===== config.mk =====
export PLATFORM = sky130hd
export DESIGN_NAME = spi_segment_rx
export DESIGN_NICKNAME = d
export VERILOG_FILES = /design/src/rtl/seg_ctrl_pkg.sv /design/src/rtl/seg_hex_decoder.sv /design/src/rtl/spi_segment_rx.sv
export SDC_FILE = /design/constraint.sdc
export NUM_CORES = 1
export LEC_CHECK = 0
export ABC_AREA = 1
export BUFFER_PORTS_ARGS = -buffer_cell sky130_fd_sc_hd__buf_4
export CAP_MARGIN = 20
export CELL_PAD_IN_SITES_DETAIL_PLACEMENT = 2
export CELL_PAD_IN_SITES_GLOBAL_PLACEMENT = 2
export CORE_MARGIN = 3
export CORE_UTILIZATION = 40
export DETAILED_ROUTE_END_ITERATION = 16
export PLACE_DENSITY_LB_ADDON = 0.3
export SETUP_SLACK_MARGIN = 0.5
export SLEW_MARGIN = 20
export SYNTH_ARGS = -nofsm -noshare
export SYNTH_HDL_FRONTEND = slang
export SYNTH_SLANG_ARGS = --single-unit
export TNS_END_PERCENT = 30

===== constraint.sdc =====
create_clock -name clk -period 2.1 [get_ports clk]
set_input_delay 0.21 -clock clk [delete_from_list [all_inputs] [get_ports clk]]
set_output_delay 0.21 -clock clk [all_outputs]
set_load 0.005 [all_outputs]

===== src/rtl/seg_ctrl_pkg.sv =====
// Shared definitions for the segment controller: frame opcodes, frame length
// and the 7-segment hex font (gfedcba, active high).
package seg_ctrl_pkg;

  typedef enum logic [1:0] {
    OP_RAW   = 2'b00,
    OP_HEX   = 2'b01,
    OP_BLINK = 2'b10,
    OP_RSVD  = 2'b11
  } op_e;

  localparam int unsigned FRAME_BITS = 16;

  // Index 0 is the rightmost entry.
  localparam logic [15:0][6:0] HEX_FONT = {
    7'h71, 7'h79, 7'h5E, 7'h39, 7'h7C, 7'h77, 7'h6F, 7'h7F,
    7'h07, 7'h7D, 7'h6D, 7'h66, 7'h4F, 7'h5B, 7'h06, 7'h3F
  };

endpackage


===== src/rtl/seg_hex_decoder.sv =====
// Combinational 4-bit value to 7-segment pattern (gfedcba) lookup.
module seg_hex_decoder
  import seg_ctrl_pkg::*;
(
  input  logic [3:0] nibble,
  output logic [6:0] seg
);

  always_comb begin
    seg = HEX_FONT[nibble];
  end

endmodule


===== src/rtl/spi_segment_rx.sv =====
// SPI mode-0 slave that receives 16-bit command frames, holds the segment
// pattern, offers read-back on MISO and an optional divider-timed blink.
module spi_segment_rx
  import seg_ctrl_pkg::*;
#(
  parameter logic [23:0] MAX_COUNT = 24'd10_000_000
) (
  input  logic       clk,
  input  logic       rst_n,
  input  logic       sclk_i,
  input  logic       cs_n_i,
  input  logic       mosi_i,
  output logic       miso_o,
  output logic [7:0] seg_o,
  output logic       frame_valid_o,
  output logic       frame_err_o
);

  logic [2:0]  sclk_q;
  logic [2:0]  cs_q;
  logic [1:0]  mosi_q;
  logic [2:0]  sync_vld;
  logic        sclk_rise, sclk_fall, cs_rise, cs_fall, cs_low, mosi_s;

  logic [15:0] shift;
  logic [4:0]  bit_cnt;
  logic        armed;
  logic [7:0]  rb;
  logic [7:0]  seg_reg;
  logic        blink_en;
  logic        phase;
  logic [23:0] blink_cnt;

  logic [7:0]  cmd, data;
  op_e         op;
  logic [6:0]  font;
  logic        unused_cmd;

  always_ff @(posedge clk or negedge rst_n) begin
    if (!rst_n) begin
      sclk_q   <= '0;
      cs_q     <= '1;
      mosi_q   <= '0;
      sync_vld <= '0;
    end else begin
      sclk_q   <= {sclk_q[1:0], sclk_i};
      cs_q     <= {cs_q[1:0], cs_n_i};
      mosi_q   <= {mosi_q[0], mosi_i};
      sync_vld <= {sync_vld[1:0], 1'b1};
    end
  end

  // A CS fall only counts once both compared samples came from the pin, so a
  // frame already in progress at reset release is never armed.
  assign cs_low    = ~cs_q[1];
  assign cs_fall   = ~cs_q[1] & cs_q[2] & sync_vld[2];
  assign cs_rise   = cs_q[1] & ~cs_q[2];
  assign sclk_rise = sclk_q[1] & ~sclk_q[2];
  assign sclk_fall = ~sclk_q[1] & sclk_q[2];
  assign mosi_s    = mosi_q[1];

  assign cmd        = shift[15:8];
  assign data       = shift[7:0];
  assign op         = op_e'(cmd[7:6]);
  assign unused_cmd = ^cmd[5:0];

  seg_hex_decoder u_hex (
    .nibble (data[3:0]),
    .seg    (font)
  );

  always_ff @(posedge clk or negedge rst_n) begin
    if (!rst_n) begin
      shift         <= '0;
      bit_cnt       <= '0;
      armed         <= 1'b0;
      rb            <= '0;
      seg_reg       <= '0;
      blink_en      <= 1'b0;
      frame_valid_o <= 1'b0;
      frame_err_o   <= 1'b0;
    end else begin
      frame_valid_o <= 1'b0;
      frame_err_o   <= 1'b0;
      if (cs_fall) begin
        shift   <= '0;
        bit_cnt <= '0;
        armed   <= 1'b1;
        rb      <= seg_reg;
      end else if (cs_rise) begin
        if (armed) begin
          armed <= 1'b0;
          if (bit_cnt == 5'(FRAME_BITS) && op != OP_RSVD) begin
            case (op)
              OP_RAW:   seg_reg  <= data;
              OP_HEX:   seg_reg  <= {data[4], font};
              OP_BLINK: blink_en <= data[0];
              default:  ;
            endcase
            frame_valid_o <= 1'b1;
          end else begin
            frame_err_o <= 1'b1;
          end
        end
      end else if (cs_low) begin
        if (sclk_rise) begin
          shift <= {shift[14:0], mosi_s};
          if (bit_cnt != 5'd17) bit_cnt <= bit_cnt + 5'd1;
        end
        if (sclk_fall) rb <= {rb[6:0], 1'b0};
      end
    end
  end

  always_ff @(posedge clk or negedge rst_n) begin
    if (!rst_n) begin
      blink_cnt <= '0;
      phase     <= 1'b0;
    end else if (blink_cnt == MAX_COUNT - 24'd1) begin
      blink_cnt <= '0;
      phase     <= ~phase;
    end else begin
      blink_cnt <= blink_cnt + 24'd1;
    end
  end

  assign miso_o = cs_low & rb[7];
  assign seg_o  = (blink_en & phase) ? 8'h00 : seg_reg;

endmodule


; ---- Word-level counts from Yosys, hierarchy flattened
; Memory sizes are Yosys's and may differ from the RTL's.
; Index checks and enable logic that the tools add are counted.
[classes]
n_addsub = 2
n_bitwise = 13
n_mux = 27
n_reduce_logical = 12
magnitude_cmp = 1
eq_ne = 8
[op_table]
columns = operator, n
row1 = 2-to-1 mux 16 bit, 4
row2 = 2-to-1 mux 8 bit, 5
row3 = 2-to-1 mux 5 bit, 5
row4 = "adder 24 x 1 -> 24 bit, second input constant", 1
row5 = "== test 24 bit, second input constant", 1
row6 = 2-to-1 mux 24 bit, 1
row7 = one-hot mux 8 bit (2 select lines), 1
row8 = 2-to-1 mux 1 bit, 10
row9 = AND reduction 5 bit, 2
row10 = nonzero test 2 bit, 5
row11 = bitwise AND 1 bit, 7
row12 = 2-to-1 mux 7 bit, 1
row13 = NOT 1 bit, 6
row14 = AND reduction 3 bit, 2
row15 = "adder 5 x 1 -> 5 bit, second input constant", 1
row16 = "== test 5 bit, second input constant", 1
row17 = "less-than comparator 4 x 5 -> 1 bit, second input constant", 1
row18 = "inequality test 5 bit, second input constant", 1
row19 = "inequality test 2 x 1 -> 1 bit, second input constant", 2
row20 = AND reduction 4 bit, 1
row21 = "== test 2 x 1 -> 1 bit, second input constant", 1
row22 = "== test 2 bit, second input constant", 1
row23 = logical NOT 2 bit, 1
row24 = "inequality test 2 bit, second input constant", 1
row25 = logical AND 1 bit, 1
[totals]
rom_bits = 112
mem_count = 1
elab_cells = 78
out_inout_bits = 11
ff_bits = 77
[memory_table]
columns = memory, words, width, read_ports, rd_ports_with_merged_regs, write_ports, line_no
row1 = (name not given), 16, 7, 1, 0, 0, seg_hex_decoder.sv:10  ; seg = HEX_FONT[nibble];

; ---- Logic depth before layout (Yosys ltp)
; Gate-level depths: netlist (run 1).
[logic_depth]
depth_word = 6
depth_mapped = 9
depth_no_buf = 9

; ---- By module
; Synthesis (run 1) repeated with hierarchy kept, for this count alone.
[hier_totals]
cells_unflattened = 486
area_unflattened_um2 = 3866.2
[by_module_without_submodules]
columns = module, area_each_um2, n_inst, cells_each
row1 = spi_segment_rx, 3595.9, 1, 434
row2 = seg_hex_decoder, 270.3, 1, 52

; ---- Worst setup path after synthesis (run 1)
; OpenSTA, ideal clock, no wires.
[synth_path]
path_type = register -> register
from = register blink_cnt[0]
to = register blink_cnt[10]
t_arrival_ns = 1.279
t_required_ns = 1.981
n_path_buf = 0
path_stages_with_launch = 9
slack_ns = 0.702
cell_sequence = dfrtp_1 ha_1 nand2_1 nor2_1 nand3_1 nor2_1 nand2_1 inv_2 nor2_1
[synth_via]
elab_chain_cells = 2
word_cells_on_any_way = 3
classes_between = add/sub (1) / eq/ne (1) / mux (1)
[synth_lines]
columns = item, line_no
row1 = "start, declared", spi_segment_rx.sv:32  ; logic [23:0] blink_cnt;
row2 = "start signal, assigned", spi_segment_rx.sv:123  ; blink_cnt <= blink_cnt + 24'd1;
row3 = adder 24 x 1 -> 24 bit or == test 24 bit (tied branches), "spi_segment_rx.sv:123, spi_segment_rx.sv:119"
row4 = 2-to-1 mux 24 bit (*), spi_segment_rx.sv:119  ; end else if (blink_cnt == MAX_COUNT - 24'd1) begin
; Mark *: on every way between the ends. The rest lies on a longest branch, timed or not.
; A chain may end at the register's enable or synchronous reset.

; ---- Worst setup path after layout (run 1)
[layout_path]
from = register blink_cnt[10]
to = register blink_cnt[23]
; Same word-level chain as after synthesis.

==> out/summary.log, run 1 <==
qor: cts.cts_h_tree_depth 3
qor: routing.drt.antenna.violating_nets 0
qor: power.power_density 701.7 nW/µm²
qor: run_status.run_status finished clean
qor: timing.maxClockFrequency 590.0 MHz
qor: power.share_comb_of_total_power 10.8%
qor: cts.tritoncts yes
qor: grt.global_route.usage.total 27.02%
qor: synthesis.syn_area_per_cell 8.098 µm²
qor: cts.root_buffer sky130_fd_sc_hd__clkbuf_8
qor: synthesis.post_synth_inst_count 470
qor: grt.grt_max_degree 38
qor: placement.numPortBuffers 15
qor: run.timing.max_cap.violations 0
qor: timing.total_negative_slack 0 ns
qor: power.sw_frac_of_total 30.34%
qor: power.power.share.sequential 50.7%
qor: placement.finalWeightedCongestion 0.7791
qor: grt.grt_pass1_vias 3,980
qor: synthesis.synth_seq_area_share 50.72%
qor: synthesis.ys_warn_count 0
qor: floorplan.floorplan.die.height 103.5 µm
qor: cts.clkLatencyLatePin 0.37 ns
qor: layout.finalNetCount 525
qor: routing.drc 0
qor: critical_path.critical_path.cell_chain nand2_1 > nor2_2 > nand2_1 > nor2_2 > nand3_1 > nand2_1 > nor2_1
qor: floorplan.floorplan.die.width 103.5 µm
qor: hold_path.hp-class input port to async pin
qor: timing.worst_pin_slew 0.5394 ns
qor: floorplan.core-area 8976 µm²
qor: floorplan.io_pins 16
qor: critical_path.cp_slowest_stage_delay 0.46 ns
qor: power.clkPwrFrac 38.5%
qor: timing.finClkSkew 0.009447 ns
qor: timing.number_of_max_slew_violations_in_the_final_report 0
qor: critical_path.critical_path_peak_fanout 5
qor: critical_path.cp-start-kind flip-flop
qor: timing.grt_setup_unrepaired yes
qor: cts.clock_tree.buffer_depth 2
qor: synthesis.synth_cell_type_count 29
qor: layout.post-route-util 51.05%
qor: synthesis.synth-seq-cells 77
qor: layout.multi_input_area 1728 µm²
qor: critical_path.crit_path_end_kind flip-flop
qor: power.power.ir.vdd_worst 405.4 µV
qor: power.intPower 0.002240 W
qor: grt.grt.overflow.total 0
qor: critical_path.crit_slowest_cell sky130_fd_sc_hd__dfrtp_1
qor: routing.wl_per_cell 24.21 µm
qor: critical_path.critical_path_required 2.35 ns
qor: critical_path.crit_buf_inv 0
qor: layout.fill_cells 967
qor: layout.syn_to_final_growth 20.38%
qor: routing.via_count 3,556
qor: layout.drive_above_1_share 20.43%
qor: routing.routed_vias_inst 5.556
qor: floorplan.initial_core_util 42.40%
qor: routing.drtIter0Drc 201
qor: placement.dp.final_hpwl 8.212 mm
qor: cts.tritoncts.num_buffers 9
qor: routing.detail_route.first_pass.iterations 5
qor: floorplan.die_area 10,720 µm²
qor: layout.antenna_cells_inserted 0
qor: timing.timing.slew.headroom 64.04%
qor: layout.largest_reg_flops 24
qor: layout.ff_latch_area 1937 µm²
qor: floorplan.placement_rows 34
qor: layout.final_common_cell sky130_fd_sc_hd__nand2_1
qor: power.static_leakage_power 2.149 nW
qor: critical_path.worstPathArrival 1.94 ns
qor: critical_path.critPathMostFrequentCell sky130_fd_sc_hd__nand2_1
qor: critical_path.criticalPathCategory flip-flop to flip-flop
qor: timing.hold_viol 0
qor: timing.final_min_period_over_clock_period 80.71%
qor: cts.numClockSinks 77
qor: power.switchingPower 0.0009754 W
qor: timing.final.min_clock_period 1.695 ns
qor: grt.grt_antenna_before_repair 0
qor: grt.global_route_wire_length_before_repair 22.88 mm
qor: cts.clk_transition_reported_paths 0.09 ns
qor: routing.postRouteWirelength 15.50 mm
qor: critical_path.worst_path_dominant_cell_family simple AND/OR/NAND/NOR gates
qor: timing.setup-violations-final 0
qor: synthesis.synth_nets 486
qor: layout.regMostFlops blink_cnt
qor: layout.layout_common_cells sky130_fd_sc_hd__nand2_1 (96), sky130_fd_sc_hd__dfrtp_1 (69), sky130_fd_sc_hd__nor2_1 (65), sky130_fd_sc_hd__inv_1 (54), sky130_fd_sc_hd__nand3_1 (33)
qor: layout.largestRegisters blink_cnt x24, shift x16
qor: synthesis.synth.cell_area 3806 µm²
routing by layer:
layer | up-vias | GRT usage, % | routed length, µm
li1 | 1564 | - | -
met1 | 1825 | 35.29 | 6425
met2 | 127 | 46.73 | 7814
met3 | 40 | 5.348 | 747
met4 | 0 | 5.888 | 510
met5 | - | 0 | 0
power by group through the flow:
stage | Clock, W | Combinational [W] | Sequential (W)
final | 0.00124 | 0.000346 | 0.00163
after global routing | 0.00132 | 0.000385 | 0.00164
after CTS | 0.00122 | 0.000310 | 0.00162
after detailed placement | 0 | 0.000266 | 0.00164
after global placement | 0 | 0.000245 | 0.00163
after floorplan | 0 | 0.000171 | 0.00162
layout make-up:
cell class / count / area share [%]
clock inverters: 7 / 1.802
inverters: 65 / 5.489
clock buffers: 9 / 2.703
well taps: 126 / 3.441
multi-input cells: 321 / 37.71
flip-flops and latches: 77 / 42.27
repair buffers: 35 / 6.581
worst paths after layout:
path | start | end | slack, ns | depth (start not counted)
min reg2reg | sync_vld[0] | sync_vld[1] | 0.35 | 0
max in group asynchronous | rst_n | cs_q[2] | 1.06 | 3
max | blink_cnt[10] | blink_cnt[23] | 0.40 | 7
min in group clk | sync_vld[0] | sync_vld[1] | 0.35 | 0
max reg2reg | blink_cnt[10] | blink_cnt[23] | 0.40 | 7
min | rst_n | rb[2] | 0.35 | 2
per-stage QoR:
step | cell area [µm²] | hold slack (ns) | total power [W] | cells | setup WS [ns]
after global placement | 4078 | 0.2100 | 0.001877 | 608 | 0.5025
after global routing | 4582 | 0.3726 | 0.003351 | 640 | 0.2933
after CTS | 4431 | 0.3591 | 0.003145 | 633 | 0.4599
final | 4582 | 0.3544 | 0.003215 | 640 | 0.4050
after floorplan | 3806 | -0.08559 | 0.001790 | 470 | 0.7020
after detailed placement | 4078 | 0.2191 | 0.001906 | 608 | 0.3674
worst register-to-register path, cell delays in order, from the launching register on:
cell	delay, ns
sky130_fd_sc_hd__dfrtp_1	0.46
sky130_fd_sc_hd__nand2_1	0.17
sky130_fd_sc_hd__nor2_2	0.29
sky130_fd_sc_hd__nand2_1	0.13
sky130_fd_sc_hd__nor2_2	0.21
sky130_fd_sc_hd__nand3_1	0.11
sky130_fd_sc_hd__nand2_1	0.13
sky130_fd_sc_hd__nor2_1	0.08
synthesized netlist by cell type, drive strengths merged:
cell    count  area [µm²]
a21oi      11       55.05
buf         7       41.29
conb        1       3.750
dfrtp      74        1852
dfstp       3       78.83
ha         11       137.6
inv        65       244.0
nand2     107       406.6
nand3      35       175.2
nand3b      1       7.510
nand4       5       37.53
nor2       83       329.1
nor3        5       41.29
o21a        1       7.510
o21ai      25       125.1
o22ai      18       112.6
o31ai       3       22.52
or2         1       6.260
xnor2       4       35.03
xor2       10       87.58
kinds of logic (layout without fill, tap and decap cells):
group,after synthesis,in the layout,share of synthesized area [%]
AND/OR/NAND/NOR,237,237,26.36
flip-flops,77,77,50.72
buffers and inverters,72,116,7.495
AO/OA/AOI/OAI,58,58,8.481
XOR/XNOR,14,14,3.221
adder cells (fa/ha/maj),11,11,3.616
other,1,1,0.09852
timing repair:
| item | 4_1_cts | 5_1_grt |
|---|---|---|
| setup endpoints to repair | 44 | 49 |
| hold buffers | 4 | 0 |
| buffers inserted | 5 | 7 |
| pin swaps | 2 | 11 |
| gates resized for setup | 20 | 37 |
| hold endpoints to repair | 36 | 0 |
Note: power is estimated with default switching activity, not from simulation.
==> run 2: changes to the inputs <==
CORE_UTILIZATION = 34   (was 40)
clock period = 1.5 ns   (was 2.1 ns; I/O delays follow)
==> run 2 against run 1 <==
Net effect:
- the flow now finishes with violations (negative setup slack)
- via count stayed put
- critical path depth unchanged
- cell count is 8.3% higher
- non-clock buffer count up 39
- design area up 14%
- sequential cell count unchanged
- sequential power is 39% higher
- clock skew is 0.013 ns higher
- register-to-register slack got worse by 0.54 ns
- clock power rose by 40%
- combinational power up 100%
- critical endpoint is now seg_reg[4]
- largest power group unchanged
==> out/summary.log, run 2 (synthesis gave the netlist of run 1 again) <==
qor: timing.final.min_clock_period 1.637 ns [-0.05829 ns]
qor: critical_path.worstPathArrival 1.93 ns [about the same]
qor: floorplan.core-area 10,890 µm² [+21%]
qor: layout.syn_to_final_growth 37.21%
qor: layout.finalNetCount 564 [+7.4%]
qor: layout.antenna_cells_inserted 0 [unchanged]
qor: floorplan.initial_core_util 34.96% [-7.4 points]
qor: layout.fill_cells 1,180 [+22%]
qor: placement.numPlacedInstances 636 [+4.6%]
qor: cts.cts_h_tree_depth 3 [unchanged]
qor: placement.numPortBuffers 15 [unchanged]
qor: layout.layout_common_cells sky130_fd_sc_hd__nand2_1 (83), sky130_fd_sc_hd__buf_4 (60), sky130_fd_sc_hd__dfrtp_1 (59), sky130_fd_sc_hd__inv_1 (52), sky130_fd_sc_hd__nor2_1 (51)
qor: cts.tritoncts yes
qor: critical_path.critical_path_peak_fanout 10 [+5]
qor: cts.numClockSinks 77 [unchanged]
qor: floorplan.die_area 12,500 µm² [+17%]
qor: floorplan.floorplan.die.width 111.8 µm [+8.0%]
qor: routing.via_count 3,556 [unchanged]
qor: critical_path.critical_path_required 1.79 ns [-0.56 ns]
qor: critical_path.criticalPathCategory flip-flop to flip-flop
qor: timing.finClkSkew 0.02285 ns [+0.01340 ns]
qor: placement.finalWeightedCongestion 0.8175 [+4.9%]
qor: cts.tritoncts.num_buffers 9 [unchanged]
qor: critical_path.cp_slowest_stage_delay 0.43 ns [-0.03 ns]
qor: grt.grt_pass1_vias 3,894 [-2.2%]
qor: grt.global_route_wire_length_before_repair 20.69 mm [-9.6%]
qor: hold_path.hp-class input port to async pin
qor: timing.number_of_max_slew_violations_in_the_final_report 0 [unchanged]
qor: grt.global_route.usage.total 20.77% [-6.2 points]
qor: timing.final_min_period_over_clock_period 109.1% [+28 points]
qor: floorplan.floorplan.die.height 111.8 µm [+8.0%]
qor: power.post-layout-total-power 0.004696 W [+46%]
qor: layout.regMostFlops blink_cnt
qor: power.static_leakage_power 2.396 nW [+12%]
qor: routing.routed_vias_inst 5.131 [-7.6%]
qor: placement.dp.final_hpwl 8.189 mm [-0.27%]
qor: power.power_density 899.1 nW/µm² [+28%]
qor: timing.setup-violations-final 4 [+4]
qor: critical_path.crit_slowest_cell sky130_fd_sc_hd__dfrtp_1
qor: routing.drtIter0Drc 175 [-13%]
qor: run_status.violations_in_the_final_reports negative setup slack
qor: grt.grt_max_degree 29 [-24%]
qor: routing.postRouteWirelength 15.20 mm [-1.9%]
qor: layout.largest_reg_flops 24 [unchanged]
qor: critical_path.crit_path_end_kind flip-flop
qor: timing.maxClockFrequency 611.0 MHz [+3.6%]
qor: cts.root_buffer sky130_fd_sc_hd__clkbuf_8
qor: layout.drive_above_1_share 35.44% [+15 points]
qor: layout.cell_area_after_layout 5223 µm² [+14%]
qor: critical_path.critical_path.cell_chain inv_2 > ha_4 > nand4_4 > nor3_4 > buf_12 > nand2_1 > o21ai_1
qor: critical_path.cp-start-kind flip-flop
qor: grt.grt_antenna_before_repair 0 [unchanged]
qor: layout.final_common_cell sky130_fd_sc_hd__nand2_1
qor: routing.drt.antenna.violating_nets 0 [unchanged]
qor: layout.finalNonFillerCells 693 [+8.3%]
qor: placement.post_dp_cell_area 4275 µm² [+4.8%]
qor: cts.clock_tree.buffer_depth 2 [unchanged]
qor: routing.detail_route.first_pass.iterations 4 [-1]
qor: routing.drc 0 [unchanged]
qor: floorplan.placement_rows 38 [+12%]
qor: timing.hold_viol 0 [unchanged]
qor: run.timing.max_cap.violations 0 [unchanged]
qor: layout.largestRegisters blink_cnt x24, shift x16
qor: timing.final.hold.worst_slack 0.2285 ns [-0.1259 ns]
qor: run_status.run_status finished, violations left
qor: routing.wl_per_cell 21.94 µm [-9.4%]
qor: critical_path.worst_r2r_path_depth 7 [unchanged]
qor: power.power.ir.vdd_worst 408.6 µV [+0.78%]
qor: cts.clkLatencyLatePin 0.38 ns [about the same]
qor: floorplan.io_pins 16 [unchanged]
qor: grt.grt.overflow.total 0 [unchanged]
qor: timing.postLayoutSetupSlackWorst -0.1367 ns [-0.5417 ns]
qor: cts.clk_transition_reported_paths 0.10 ns [about the same]
qor: timing.grt_setup_unrepaired yes
## run 2: cell types whose count changed in the layout (fill, tap and decap cells not counted), moves of 10 or more
cell / previous run / this run
sky130_fd_sc_hd__nor2_1: 65 / 51
sky130_fd_sc_hd__nand2_1: 96 / 83
sky130_fd_sc_hd__dfrtp_1: 69 / 59
sky130_fd_sc_hd__buf_4: 28 / 60
sky130_fd_sc_hd__nor2_4: 7 / 18
sky130_fd_sc_hd__dfrtp_2: 5 / 15
## run 2: routing by layer
metal	GRT usage [%]	share of wire, %	wire length [µm]	vias to the layer above
li1	-	-	-	1637
met1	24.04	39	5855	1845
met2	38.61	57	8682	46
met3	3.641	2.0	310	28
met4	6.732	2.3	353	0
met5	0	0	0	-
## run 2: repair_timing
action | CTS | global route
pin swaps | 8 | 13
hold buffers | 4 | 0
resized for setup | 51 | 69
setup endpoints to repair | 76 | 77
hold endpoints to repair | 28 | 0
setup buffers | 17 | 20
## run 2: layout make-up
cell class	instances	area [µm²]	share of cell area, %
clock buffer	10	137.6	2.635
clock inverter	6	62.56	1.198
inverter	65	254.0	4.863
multi-input combinational	321	1997	38.24
sequential	77	1949	37.33
tap	140	175.2	3.354
timing repair buffer	74	646.9	12.39
## run 2: critical path, delay by kind of cell, from the launching register on
kind	cells	cell delay (ns)
adders and majority gates	1	0.16
and+or+nand+nor	3	0.52
AOI/OAI and AO/OA	1	0.16
DFF	1	0.43
buffers and inverters	2	0.28
## run 2: power by group
| part | switching (W) | internal (W) | total, W |
|---|---|---|---|
| clock network | 0.000922 | 0.000809 | 0.00173 |
| registers | 0.0000872 | 0.00217 | 0.00226 |
| logic | 0.000400 | 0.000305 | 0.000705 |
| total | 0.00141 | 0.00329 | 0.00470 |
## run 2: path summary, 6_finish.rpt
path                            start    endpoint  slack (ns)
max in group asynchronous       rst_n     cs_q[1]        0.69
min                             rst_n       rb[2]        0.23
max                        bit_cnt[0]  seg_reg[4]       -0.14
max reg2reg                bit_cnt[0]  seg_reg[4]       -0.14
min in group clk            sclk_q[0]   sclk_q[1]        0.36
min reg2reg                 sclk_q[0]   sclk_q[1]        0.36
## run 2: through the flow
stage                     worst slack (ns)  util, %  setup TNS (ns)
final                              -0.1367    47.97         -0.1862
after global routing               -0.1735    47.97         -0.7730
after CTS                          0.03761    44.44               0
after detailed placement          -0.06230    39.27         -0.2510
after global placement            -0.03366    39.27         -0.1235
after floorplan                     0.1530        -               0
